**src/rtl/axi_pkg.sv**
```systemverilog
// Shared AXI read-path definitions for the cache-to-core read arbiter:
// FSM state encoding, AXI burst/response codes and cache port indices.
package axi_pkg;

  typedef enum logic [1:0] {
    IDLE = 2'd0,
    ADDR = 2'd1,
    DATA = 2'd2
  } rd_state_t;

  localparam logic [1:0] AXI_BURST_INCR  = 2'b01;
  localparam logic [1:0] AXI_RESP_OKAY   = 2'b00;
  localparam logic [1:0] AXI_RESP_SLVERR = 2'b10;

  localparam int NUM_PORTS = 2;
  localparam int PORT_I    = 0;  // instruction cache
  localparam int PORT_D    = 1;  // data cache

  // AXI arsize encoding for a full-width beat
  function automatic logic [2:0] axi_size(input int data_w);
    return 3'($clog2(data_w / 8));
  endfunction

endpackage

```
**src/rtl/rd_arbiter.sv**
```systemverilog
// Two-input request arbiter. Grant is combinational from the request pair.
// Build option AXI_RD_RR_EN: round-robin between the two ports using a
// last-grant register; otherwise fixed priority with the data port winning.
module rd_arbiter
  import axi_pkg::*;
(
  input  logic       clk,
  input  logic       rst,
  input  logic [1:0] req,
  input  logic       take,       // arbiter result is consumed this cycle
  output logic       gnt_valid,
  output logic       gnt_idx
);

  assign gnt_valid = |req;

`ifdef AXI_RD_RR_EN
  logic last_gnt;

  // When both request, the port that did not win last time goes first
  always_comb begin
    gnt_idx = req[PORT_D];
    if (&req) gnt_idx = ~last_gnt;
  end

  // Remember the winner of every grant actually taken
  always_ff @(posedge clk) begin
    if (rst)                     last_gnt <= 1'b0;
    else if (take && gnt_valid)  last_gnt <= gnt_idx;
  end
`else
  // Data port has fixed priority; instruction port only wins alone
  assign gnt_idx = req[PORT_D];

  logic unused_arb;
  assign unused_arb = ^{clk, rst, take};
`endif

endmodule

```
**src/rtl/axi_rd_arb_demux.sv**
```systemverilog
// Two-to-one AXI4 read arbiter and R-channel demux between the I-cache
// (port 0) and D-cache (port 1). One burst outstanding at a time; R beats
// are steered to the port that owns the burst, never by m_rid.
// Build option: AXI_RD_RR_EN selects round-robin arbitration (see rd_arbiter).
module axi_rd_arb_demux
  import axi_pkg::*;
#(
  parameter int ADDR_W = 32,
  parameter int DATA_W = 32,
  parameter int ID_W   = 4
) (
  input  logic                   clk,
  input  logic                   rst,
  // cache side
  input  logic [1:0]             s_arvalid,
  output logic [1:0]             s_arready,
  input  logic [1:0][ADDR_W-1:0] s_araddr,
  input  logic [1:0][7:0]        s_arlen,
  output logic [1:0]             s_rvalid,
  input  logic [1:0]             s_rready,
  output logic [DATA_W-1:0]      s_rdata,
  output logic [1:0]             s_rresp,
  output logic                   s_rlast,
  // AXI AR
  output logic                   m_arvalid,
  input  logic                   m_arready,
  output logic [ADDR_W-1:0]      m_araddr,
  output logic [7:0]             m_arlen,
  output logic [ID_W-1:0]        m_arid,
  output logic [2:0]             m_arsize,
  output logic [1:0]             m_arburst,
  // AXI R
  input  logic                   m_rvalid,
  output logic                   m_rready,
  input  logic [DATA_W-1:0]      m_rdata,
  input  logic [1:0]             m_rresp,
  input  logic                   m_rlast,
  input  logic [ID_W-1:0]        m_rid
);

  typedef struct packed {
    logic [ADDR_W-1:0] addr;
    logic [7:0]        len;
  } ar_req_t;

  rd_state_t state;
  ar_req_t   req_q;
  logic      owner;
  logic      gnt_valid, gnt_idx;
  logic      take, in_data;

  // Reset blanks every handshake output in the same cycle it is asserted
  assign take    = (state == IDLE) && !rst;
  assign in_data = (state == DATA) && !rst;

  rd_arbiter u_arb (
    .clk       (clk),
    .rst       (rst),
    .req       (s_arvalid),
    .take      (take),
    .gnt_valid (gnt_valid),
    .gnt_idx   (gnt_idx)
  );

  // Acknowledge pulse to the winning port, only in an IDLE cycle
  assign s_arready = (take && gnt_valid) ? {gnt_idx, ~gnt_idx} : 2'b00;

  // FSM: latch the granted request, present it on AR, then own R until rlast
  always_ff @(posedge clk) begin
    if (rst) begin
      state     <= IDLE;
      owner     <= 1'b0;
      m_arvalid <= 1'b0;
      req_q     <= '0;
    end else begin
      case (state)
        IDLE: if (gnt_valid) begin
          owner      <= gnt_idx;
          req_q.addr <= s_araddr[gnt_idx];
          req_q.len  <= s_arlen[gnt_idx];
          m_arvalid  <= 1'b1;
          state      <= ADDR;
        end
        ADDR: if (m_arready) begin
          m_arvalid <= 1'b0;
          state     <= DATA;
        end
        DATA: if (m_rvalid && m_rready && m_rlast) state <= IDLE;
        default: state <= IDLE;
      endcase
    end
  end

  assign m_araddr  = req_q.addr;
  assign m_arlen   = req_q.len;
  assign m_arid    = ID_W'(owner);
  assign m_arsize  = axi_size(DATA_W);
  assign m_arburst = AXI_BURST_INCR;

  // R demux: valid only toward the owner, ready only from the owner
  genvar p;
  generate
    for (p = 0; p < NUM_PORTS; p++) begin : g_port
      assign s_rvalid[p] = in_data && m_rvalid && (owner == 1'(p));
    end
  endgenerate

  assign m_rready = in_data && s_rready[owner];
  assign s_rdata  = m_rdata;
  assign s_rresp  = m_rresp;
  assign s_rlast  = m_rlast;

  // m_rid is expected to match owner but deliberately plays no part in routing
  logic unused_rid_mismatch;
  assign unused_rid_mismatch = in_data && m_rvalid && (m_rid != m_arid);

endmodule

```
**config.mk**
```make
export PLATFORM = sky130hd
export DESIGN_NAME = axi_rd_arb_demux
export DESIGN_NICKNAME = d
export VERILOG_FILES = /design/src/rtl/axi_pkg.sv /design/src/rtl/rd_arbiter.sv /design/src/rtl/axi_rd_arb_demux.sv
export SDC_FILE = /design/constraint.sdc
export NUM_CORES = 1
export LEC_CHECK = 0
export CAP_MARGIN = 20
export CORE_ASPECT_RATIO = 1.1
export CORE_MARGIN = 1
export CORE_UTILIZATION = 31
export DETAILED_ROUTE_END_ITERATION = 7
export HOLD_SLACK_MARGIN = 0.05
export PLACE_DENSITY = 0.81
export SETUP_SLACK_MARGIN = 0.02
export SLEW_MARGIN = 30
export SYNTH_ARGS = -nofsm -noshare
export SYNTH_HDL_FRONTEND = slang
export SYNTH_SLANG_ARGS = --single-unit
```
**constraint.sdc**
```tcl
create_clock -name clk -period 1.7 [get_ports clk]
set_input_delay 0.34 -clock clk [delete_from_list [all_inputs] [get_ports clk]]
set_output_delay 0.34 -clock clk [all_outputs]
set_load 0.02 [all_outputs]
```
==> results_dict.tcl <==
set metrics [dict create \
    status "complete, but fails checks" \
    violations "design-rule violations" \
    cp-start-kind "input pin" \
    worstPathMaxFanout 2 \
    finalSetupTns_ps 0 \
    ys_seq_area_frac 0.3753 \
    critPathLaunch "s_arvalid[0]" \
    clkTransAtPathRegs_ps 90 \
    cts_tree "built" \
    multi_input_area_um2 1020 \
    seqCellArea_um2 883.3 \
    die_y_um 93.27 \
    ant_nets 0 \
    min-delay-start "s_arvalid[1]" \
    power_mw 3.161 \
    reg2reg_to "m_araddr[19]" \
    clock_latency_ps 290 \
    area_delta_synth_final_pct 57.25 \
    drt_wl_total_mm 6.410 \
    fin_area_um2 3691 \
    critPathKind "in -> out" \
    grt_max_degree 44 \
    synth_area_um2 2347 \
    routedWlPerCell_um 13.55 \
    dpl_cell_area_um2 3533 \
    drive_gt1_frac 0.1031 \
    powerDensity_nw_per_um2 856.4 \
    fin_crit_ps 1623 \
    max-vdd-ir-drop_v 0.0004765 \
    rows 32 \
    grt-busiest-layer "met2" \
    synthTopCellsByArea "dfxtp_1 (38%), buf_4 (14%), a22o_1 (12%)" \
    cts_root_buf "clkbuf_8" \
    met1_usage 0.1712 \
    yosysTopAreaCell "dfxtp_1" \
    syn_inst 285 \
    numPortBuffers 136 \
    yosysWarnings 0 \
    drv_slew 0 \
    vias_per_cell 4.797 \
    fmax_ghz 0.6163 \
    hold_viol_final 0 \
    maxCapViolCount 0 \
    drt_iter0_markers 99 \
    hpwl_mm 4.919 \
    arrival_ps 1280 \
    die-area_um2 7924 \
    grt_util_met3 0.03883 \
    setup_viol 0 \
    fin_nets 514 \
    finClkSkew_ps 6.863 \
    antenna_found_initial 0 \
    grt-ovfl-total 0 \
    reg2reg_depth 6 \
    reg2reg_from "state[0]" \
    ys_types 29 \
    crit_end "s_arready[0]" \
    grt_use_total 0.1608 \
    use_met2 0.3038 \
    cts_buffer_depth 2 \
    critPathRequiredTime_ps 1360 \
    core_region_area_um2 7167 \
    rsz0062_at_grt "true" \
    place_ws_ps -545.8 \
    r2r_setup_slack_ps 400 \
    ios 217 \
    drt_drc_violations_left 15 \
    die_x_um 84.97 \
    antenna_cells 0 \
    ys_seq_elements 44 \
    fillers 675 \
    syn_area_per_cell_um2 8.236 \
    synth_top_cell_area_share 0.3753 \
    via_count 2269 \
    cts_buffers 5 \
    leakage_nw 1.522 \
    place.gp.congestion 0.7355 \
    drt_pre_antenna_iters 6 \
    cts-htree-levels 2 \
    holdCritPathClass "in -> reg" \
    finalCritPeriodShare 0.9545 \
    grt_pass1_vias 2205 \
    numClockSinks 44 \
    fin_ws_ps 77.36 \
    start_util 0.3275 \
    grt_pass1_wl_mm 10.18 \
    end_kind "output pin" \
]
[registers in the layout, indices dropped and copies added (netlist names)]
| name | flops |
|---|---|
| m_arvalid | 1 |
| m_araddr | 32 |
| owner | 1 |
| state | 2 |
| m_arlen | 8 |
[cell usage after synthesis]
master     instances
buf_1              2
clkbuf_1           3
dfxtp_1           44
a2111oi_0          1
o2bb2ai_1          7
mux2i_1            2
buf_6              4
and2_1             2
o21ai_0           34
a21oi_4            1
a22oi_1            7
nand3_1            1
nor3_1             1
nor2b_1            1
buf_2             12
conb_1             2
a21o_1             1
a21oi_1            1
inv_1              4
buf_4             44
nand2_1           69
nor3_4             1
nand2b_1           1
o21ba_4            1
clkbuf_2           1
a22o_1            33
nor2_1             3
o311a_1            1
nor4_1             1
[stage by stage]
| step | hold WS (ps) | instances | utilization |
|---|---|---|---|
| 6_report | 425.8 | 473 | 0.5150 |
| 5_1_grt | 429.5 | 473 | 0.5150 |
| 4_1_cts | 399.0 | 473 | 0.5145 |
| 3_5_place_dp | 451.4 | 464 | 0.4930 |
| 3_3_place_gp | 446.6 | 464 | 0.4930 |
| 2_1_floorplan | 462.8 | 291 | - |
[kinds of logic after synthesis]
family,after synthesis,share of synthesized area
AO/OA/AOI/OAI,87,0.2713
AND/OR/NAND/NOR,80,0.1397
buffers and inverters,70,0.2020
flip-flops,44,0.3753
multiplexers,2,0.008529
other,2,0.003199
[how the worst min path moves through the flow]
| stage | cells past startpoint | slack (ps) | to |
|---|---|---|---|
| 5_1_grt | 3 | 430 | owner |
| 3_5_place_dp | 1 | 450 | m_araddr[31] |
| 4_1_cts | 3 | 400 | owner |
| 3_3_place_gp | 1 | 450 | m_arlen[2] |
| 2_1_floorplan | 1 | 460 | state[0] |
| 6_report | 3 | 430 | owner |
[report_power, final]
part	leakage, nW	internal (mW)	switching [mW]	total (mW)
sequential	0.363	1.13	0.0577	1.19
combinational	1.08	0.492	0.396	0.888
clock	0.0784	0.735	0.351	1.09
[worst max-delay path, stage by stage]
cell             delay [ps]
clkdlybuf4s50_1         490
nor2b_2                 160
and2_1                  120
buf_2                   160
[cells in the final DEF, fill, tap and decap left out, types with 2 or more instances in the layout]
master and count:
nor2_1 2, buf_2 5, and2_1 2, a22oi_1 7, buf_4 16, buf_12 2
clkdlybuf4s50_1 126, o2bb2ai_1 7, nand2_1 69, clkbuf_8 5, dfxtp_1 42, o21ai_0 34
dfxtp_2 2, conb_1 8, inv_1 4, mux2i_1 2, dlygate4sd2_1 3, a22o_1 33
bufinv_16 3
[cell type report]
class                      instances  area share
clock buffer                       5     0.01864
clock inverter                     3     0.02441
inverter                           4    0.004068
multi-input combinational        177      0.2763
sequential                        44      0.2393
tap                               85     0.02881
timing repair buffer             155      0.4085
[routing by layer]
metal / part of all wire / routed length, um
met5: 0 / 0
met4: 0.025 / 162
met3: 0.072 / 461
met2: 0.52 / 3331
met1: 0.38 / 2455
[timing repair]
item,4_1_cts,5_1_grt
resized for setup,24,5
hold buffers,0,0
buffers inserted,1,0
pin swaps,1,0
cloned,0,0
endpoints found under the setup margin,7,37
No activity file was read; power rests on OpenSTA's default activity.
